## src/rtl/alu_arbiter.sv

```systemverilog
// Round-robin arbiter sharing one combinational ALU between two requesters.
// Optional per-requester grant and stall counters: define ALU_ARBITER_STATS_EN.
module alu_arbiter #(
    parameter int data_width = 32,
    parameter int op_width   = 4,
    parameter int flag_width = 4
) (
    input  logic                  clk,
    input  logic                  rst,
    input  logic                  req0_valid,
    output logic                  req0_ready,
    input  logic [op_width-1:0]   req0_op,
    input  logic [data_width-1:0] req0_a,
    input  logic [data_width-1:0] req0_b,
    input  logic                  req1_valid,
    output logic                  req1_ready,
    input  logic [op_width-1:0]   req1_op,
    input  logic [data_width-1:0] req1_a,
    input  logic [data_width-1:0] req1_b,
    output logic [op_width-1:0]   alu_op,
    output logic [data_width-1:0] alu_a,
    output logic [data_width-1:0] alu_b,
    input  logic [data_width-1:0] alu_r,
    input  logic [flag_width-1:0] alu_flag,
    output logic                  rsp_valid,
    output logic                  rsp_id,
    output logic [data_width-1:0] rsp_r,
    output logic [flag_width-1:0] rsp_flag,
    input  logic                  rsp_ready
`ifdef ALU_ARBITER_STATS_EN
    ,
    output logic [15:0]           grant_cnt0,
    output logic [15:0]           grant_cnt1,
    output logic [15:0]           stall_cnt
`endif
);

    typedef enum logic [1:0] {
        IDLE,
        ISSUE,
        CAPTURE,
        RESP
    } state_t;

    state_t state;
    state_t state_next;
    logic   last_grant;
    logic   grant_id;
    logic   grant0;
    logic   grant1;

    // On a tie the requester that did not win last time is chosen.
    always_comb begin
        state_next = state;
        grant0     = 1'b0;
        grant1     = 1'b0;
        case (state)
            IDLE: begin
                if (req0_valid && (!req1_valid || last_grant)) begin
                    grant0 = 1'b1;
                end else if (req1_valid) begin
                    grant1 = 1'b1;
                end
                if (grant0 || grant1) begin
                    state_next = ISSUE;
                end
            end
            ISSUE:   state_next = CAPTURE;
            CAPTURE: state_next = RESP;
            RESP: begin
                if (rsp_ready) begin
                    state_next = IDLE;
                end
            end
            default: state_next = IDLE;
        endcase
    end

    // Gated with rst so every output reads 0 while reset is held.
    assign req0_ready = grant0 && rst;
    assign req1_ready = grant1 && rst;

    always_ff @(posedge clk or negedge rst) begin
        if (!rst) begin
            state      <= IDLE;
            last_grant <= 1'b1;
            grant_id   <= 1'b0;
            alu_op     <= '0;
            alu_a      <= '0;
            alu_b      <= '0;
            rsp_valid  <= 1'b0;
            rsp_id     <= 1'b0;
            rsp_r      <= '0;
            rsp_flag   <= '0;
        end else begin
            state <= state_next;
            if (grant0) begin
                alu_op     <= req0_op;
                alu_a      <= req0_a;
                alu_b      <= req0_b;
                last_grant <= 1'b0;
                grant_id   <= 1'b0;
            end else if (grant1) begin
                alu_op     <= req1_op;
                alu_a      <= req1_a;
                alu_b      <= req1_b;
                last_grant <= 1'b1;
                grant_id   <= 1'b1;
            end
            if (state == CAPTURE) begin
                rsp_r     <= alu_r;
                rsp_flag  <= alu_flag;
                rsp_id    <= grant_id;
                rsp_valid <= 1'b1;
            end
            if (state == RESP && rsp_ready) begin
                rsp_valid <= 1'b0;
            end
        end
    end

`ifdef ALU_ARBITER_STATS_EN
    // Grant counters wrap; the stall counter saturates.
    always_ff @(posedge clk or negedge rst) begin
        if (!rst) begin
            grant_cnt0 <= 16'd0;
            grant_cnt1 <= 16'd0;
            stall_cnt  <= 16'd0;
        end else begin
            if (grant0) begin
                grant_cnt0 <= grant_cnt0 + 16'd1;
            end
            if (grant1) begin
                grant_cnt1 <= grant_cnt1 + 16'd1;
            end
            if (((req0_valid && !grant0) || (req1_valid && !grant1)) &&
                stall_cnt != 16'hFFFF) begin
                stall_cnt <= stall_cnt + 16'd1;
            end
        end
    end
`endif

endmodule
```

## config.mk

```make
export PLATFORM = sky130hd
export DESIGN_NAME = alu_arbiter
export DESIGN_NICKNAME = d
export VERILOG_FILES = /design/src/rtl/alu_arbiter.sv
export SDC_FILE = /design/constraint.sdc
export NUM_CORES = 1
export LEC_CHECK = 0
export ABC_CLOCK_PERIOD_IN_PS = 1590
export CORE_MARGIN = 1
export CORE_UTILIZATION = 36
export CTS_CLUSTER_DIAMETER = 60
export CTS_CLUSTER_SIZE = 40
export DETAILED_ROUTE_END_ITERATION = 12
export GPL_ROUTABILITY_DRIVEN = 0
export PLACE_DENSITY_LB_ADDON = 0.12
export SETUP_SLACK_MARGIN = 0.05
export SLEW_MARGIN = 25
export SYNTH_ARGS = -nofsm -noshare
export SYNTH_HDL_FRONTEND = slang
export SYNTH_SLANG_ARGS = --single-unit
```

## constraint.sdc

```tcl
create_clock -name clk -period 1.59 [get_ports clk]
set_input_delay 0.2385 -clock clk [delete_from_list [all_inputs] [get_ports clk]]
set_output_delay 0.2385 -clock clk [all_outputs]
set_load 0.005 [all_outputs]
```

==> results.json <==
{
  "status": "finished with violations",
  "failed_checks": "setup timing",
  "drt_iter0_markers": 204,
  "synth-seq-area-share": 0.511,
  "synthesis.nets": 676,
  "ys_top_cells_by_area": "dfrtp_1 (51%), mux2_2 (7.9%), nand3_2 (7.4%), a31oi_1 (6.6%), nor2_1 (4.9%)",
  "die_y_um": 124,
  "rsz0062_at_grt": "true",
  "critPathRequiredTime_ns": 1.35,
  "reg2reg_to": "alu_b[18]$_DFFE_PN0P_",
  "placed_cells": 941,
  "vias": 5074,
  "finalSetupViolations": 1,
  "r2r_slack_ns": 0.03,
  "port_buffers": 284,
  "yosysTopAreaCellShare": 0.506,
  "finalHoldViolations": 0,
  "ys_async_sr_fraction": 1.00,
  "grt_first_pass_wirelength_um": 27200,
  "areaGrowthSynthToFinish_pct": 69.0,
  "core_sq_um": 14600,
  "syn_inst": 495,
  "h-tree-depth": 3,
  "drv_slew": 0,
  "ys_seq_elements": 110,
  "path_depth": 5,
  "synth_commonest_cells": "dfrtp_1 (109), nor2_1 (71), a31oi_1 (57)",
  "clk_pin_slew_worst_paths_ns": 0.08,
  "period_share": 1.02,
  "final_net_count": 963,
  "n_antenna_cell": 0,
  "die_area_sq_um": 15500,
  "worstMarginPinSlew_ns": 0.566,
  "numCtsBuffers": 9,
  "synth.distinct_cells": 26,
  "crit_chain": "inv_2 -> ha_4 -> and2_4 -> and3_4 -> buf_6",
  "worstRegToRegCells": 7,
  "wl_per_cell_um": 18.8,
  "drcViolationCount": 0,
  "drt_first_pass_iters": 4,
  "yosysTopAreaCell": "dfrtp_1",
  "fin_crit_ns": 1.63,
  "dp_hpwl_um": 11600,
  "grt_pass1_vias": 5132,
  "synth-main-ff-cell": "dfrtp_1",
  "dieWidth_um": 124,
  "grt-ovfl-total": 0,
  "drive_above_1_share": 0.208,
  "path_class": "flop to output port",
  "clock_sink_count": 110,
  "placementRows": 44,
  "yosys_warnings": 0,
  "clock_skew_ns": 0.00880,
  "max_freq_ghz": 0.615,
  "cellPowerDensity_nw_per_um2": 1810,
  "p_leak_nw": 3.46,
  "worstHoldPathType": "input pin to flop",
  "max_stage_delay_ns": 0.40,
  "start_util": 0.370,
  "startpoint_type": "flop",
  "synth-edff-count": 0,
  "netlist_area_sq_um": 5390,
  "reg2reg_from": "state[1]$_DFFE_PN0P_",
  "wirelength_um": 18300,
  "cp.arrival_ns": 1.39,
  "crit_fanout": 5,
  "crit_end": "req0_ready",
  "grt_max_degree": 101,
  "synth.avg_cell_area_sq_um": 10.9,
  "cts-root-buf": "clkbuf_16",
  "vdd_drop_max_v": 0.000977,
  "tritoncts": "done",
  "antenna_left": 0,
  "clockBufferDepth": 2,
  "grtUsageTotal": 0.220,
  "pre_cts_slack_ns": -0.241,
  "relSlewSlack": 0.623,
  "setup_slack_ns": -0.0352,
  "worstSetupEndpointType": "output port",
  "nFillCells": 1159,
  "cp_slowest_cell": "dfrtp_1",
  "maxCapViolCount": 0,
  "synthMostInstantiatedCell": "dfrtp_1",
  "antenna_found_initial": 0,
  "cp-startpoint": "state[1]$_DFFE_PN0P_",
  "pin_count": 285,
  "worst-path-buf-inv": 2,
  "clock_latency_ns": 0.35,
  "critPathTopFamily": "flip-flops",
  "stdcell_count": 971,
  "vias_per_cell": 5.23
}
tightest hold or removal path, cell delays in order:
cell and delay, ns:
clkdlybuf4s50_1 0.40, nand3_1 0.07, a31oi_1 0.07
logic make-up after synthesis:
kind of cell | synth area share
DFF | 0.511
muxes | 0.0812
AOI/OAI and AO/OA | 0.164
and+or+nand+nor | 0.159
adders and majority gates | 0.00928
buffers and inverters | 0.0763
power breakdown:
group          leakage [nW]  internal, W  total [W]  switching (W)
clock                 0.169      0.00156    0.00263        0.00107
combinational          2.05      0.00524    0.00890        0.00365
sequential             1.24      0.00425    0.00501       0.000763
total                  3.46       0.0110     0.0165        0.00549
area by class of cell:
cell class	instances	area [sq um]	share of cell area
inverters	2	7.51	0.000823
flip-flops and latches	110	2750	0.302
multi-input cells	333	2300	0.253
clock inverters	6	119	0.0130
clock buffers	10	229	0.0251
well taps	184	230	0.0253
repair buffers	326	3470	0.381
cells in the final DEF (no fill, tap or decap), drive strengths merged, types with 2 or more instances in the layout:
master / Yosys / routed
mux2: 38 / 38
clkbuf: 4 / 17
nand3: 69 / 69
buf: 46 / 37
nor2: 71 / 71
dfrtp: 109 / 109
ha: 4 / 4
o21ai: 68 / 68
bufinv: 0 / 3
clkinv: 0 / 2
a21oi: 6 / 6
inv: 2 / 3
clkdlybuf4s50: 0 / 281
a31oi: 69 / 69
registers in the layout (all words and copies together) (netlist names):
name and cells:
alu_b 32, grant_id 1, rsp_flag 4, last_grant 1
rsp_r 32, rsp_id 1, state 2, rsp_valid 1
alu_op 4, alu_a 32
worst min-delay path by stage:
stage | startpoint | end | cells after the start
6_report | req0_a[4] | alu_a[4]$_DFFE_PN0P_ | 3
5_1_grt | req0_a[4] | alu_a[4]$_DFFE_PN0P_ | 3
4_1_cts | req0_a[0] | alu_a[0]$_DFFE_PN0P_ | 3
3_5_place_dp | rst | state[1]$_DFFE_PN0P_ | 2
3_3_place_gp | rst | state[0]$_DFFE_PN0P_ | 2
2_1_floorplan | rst | alu_a[0]$_DFFE_PN0P_ | 0
timing repair:
item                       4_1_cts  5_1_grt
setup buffers                    2        3
hold buffers                     1        0
gates cloned                     1        8
setup endpoints to repair       70      109
hold endpoints to repair         9        0
gates resized for setup         18       11
pin swaps                        1        1
per-layer routing:
metal / routed length, um / GRT usage / share of wire / up-vias
met1: 7360 / 0.262 / 0.40 / 2482
li1: - / - / - / 2356
met2: 9330 / 0.385 / 0.51 / 215
met3: 1270 / 0.0550 / 0.070 / 21
met5: 0 / 0 / 0 / -
met4: 327 / 0.0744 / 0.018 / 0
per-stage QoR:
stage	util	total power [W]	hold slack [ns]	TNS (ns)	area (sq um)
floorplan	-	0.00887	-0.0571	0	5400
global placement	0.577	0.0128	0.232	-8.62	8420
detailed placement	0.577	0.0131	0.227	-10.41	8420
CTS	0.607	0.0159	0.444	-0.0449	8850
global route	0.625	0.0176	0.458	-2.10	9120
finish	0.625	0.0165	0.454	-0.0352	9120
(Power assumes the default switching activity.)
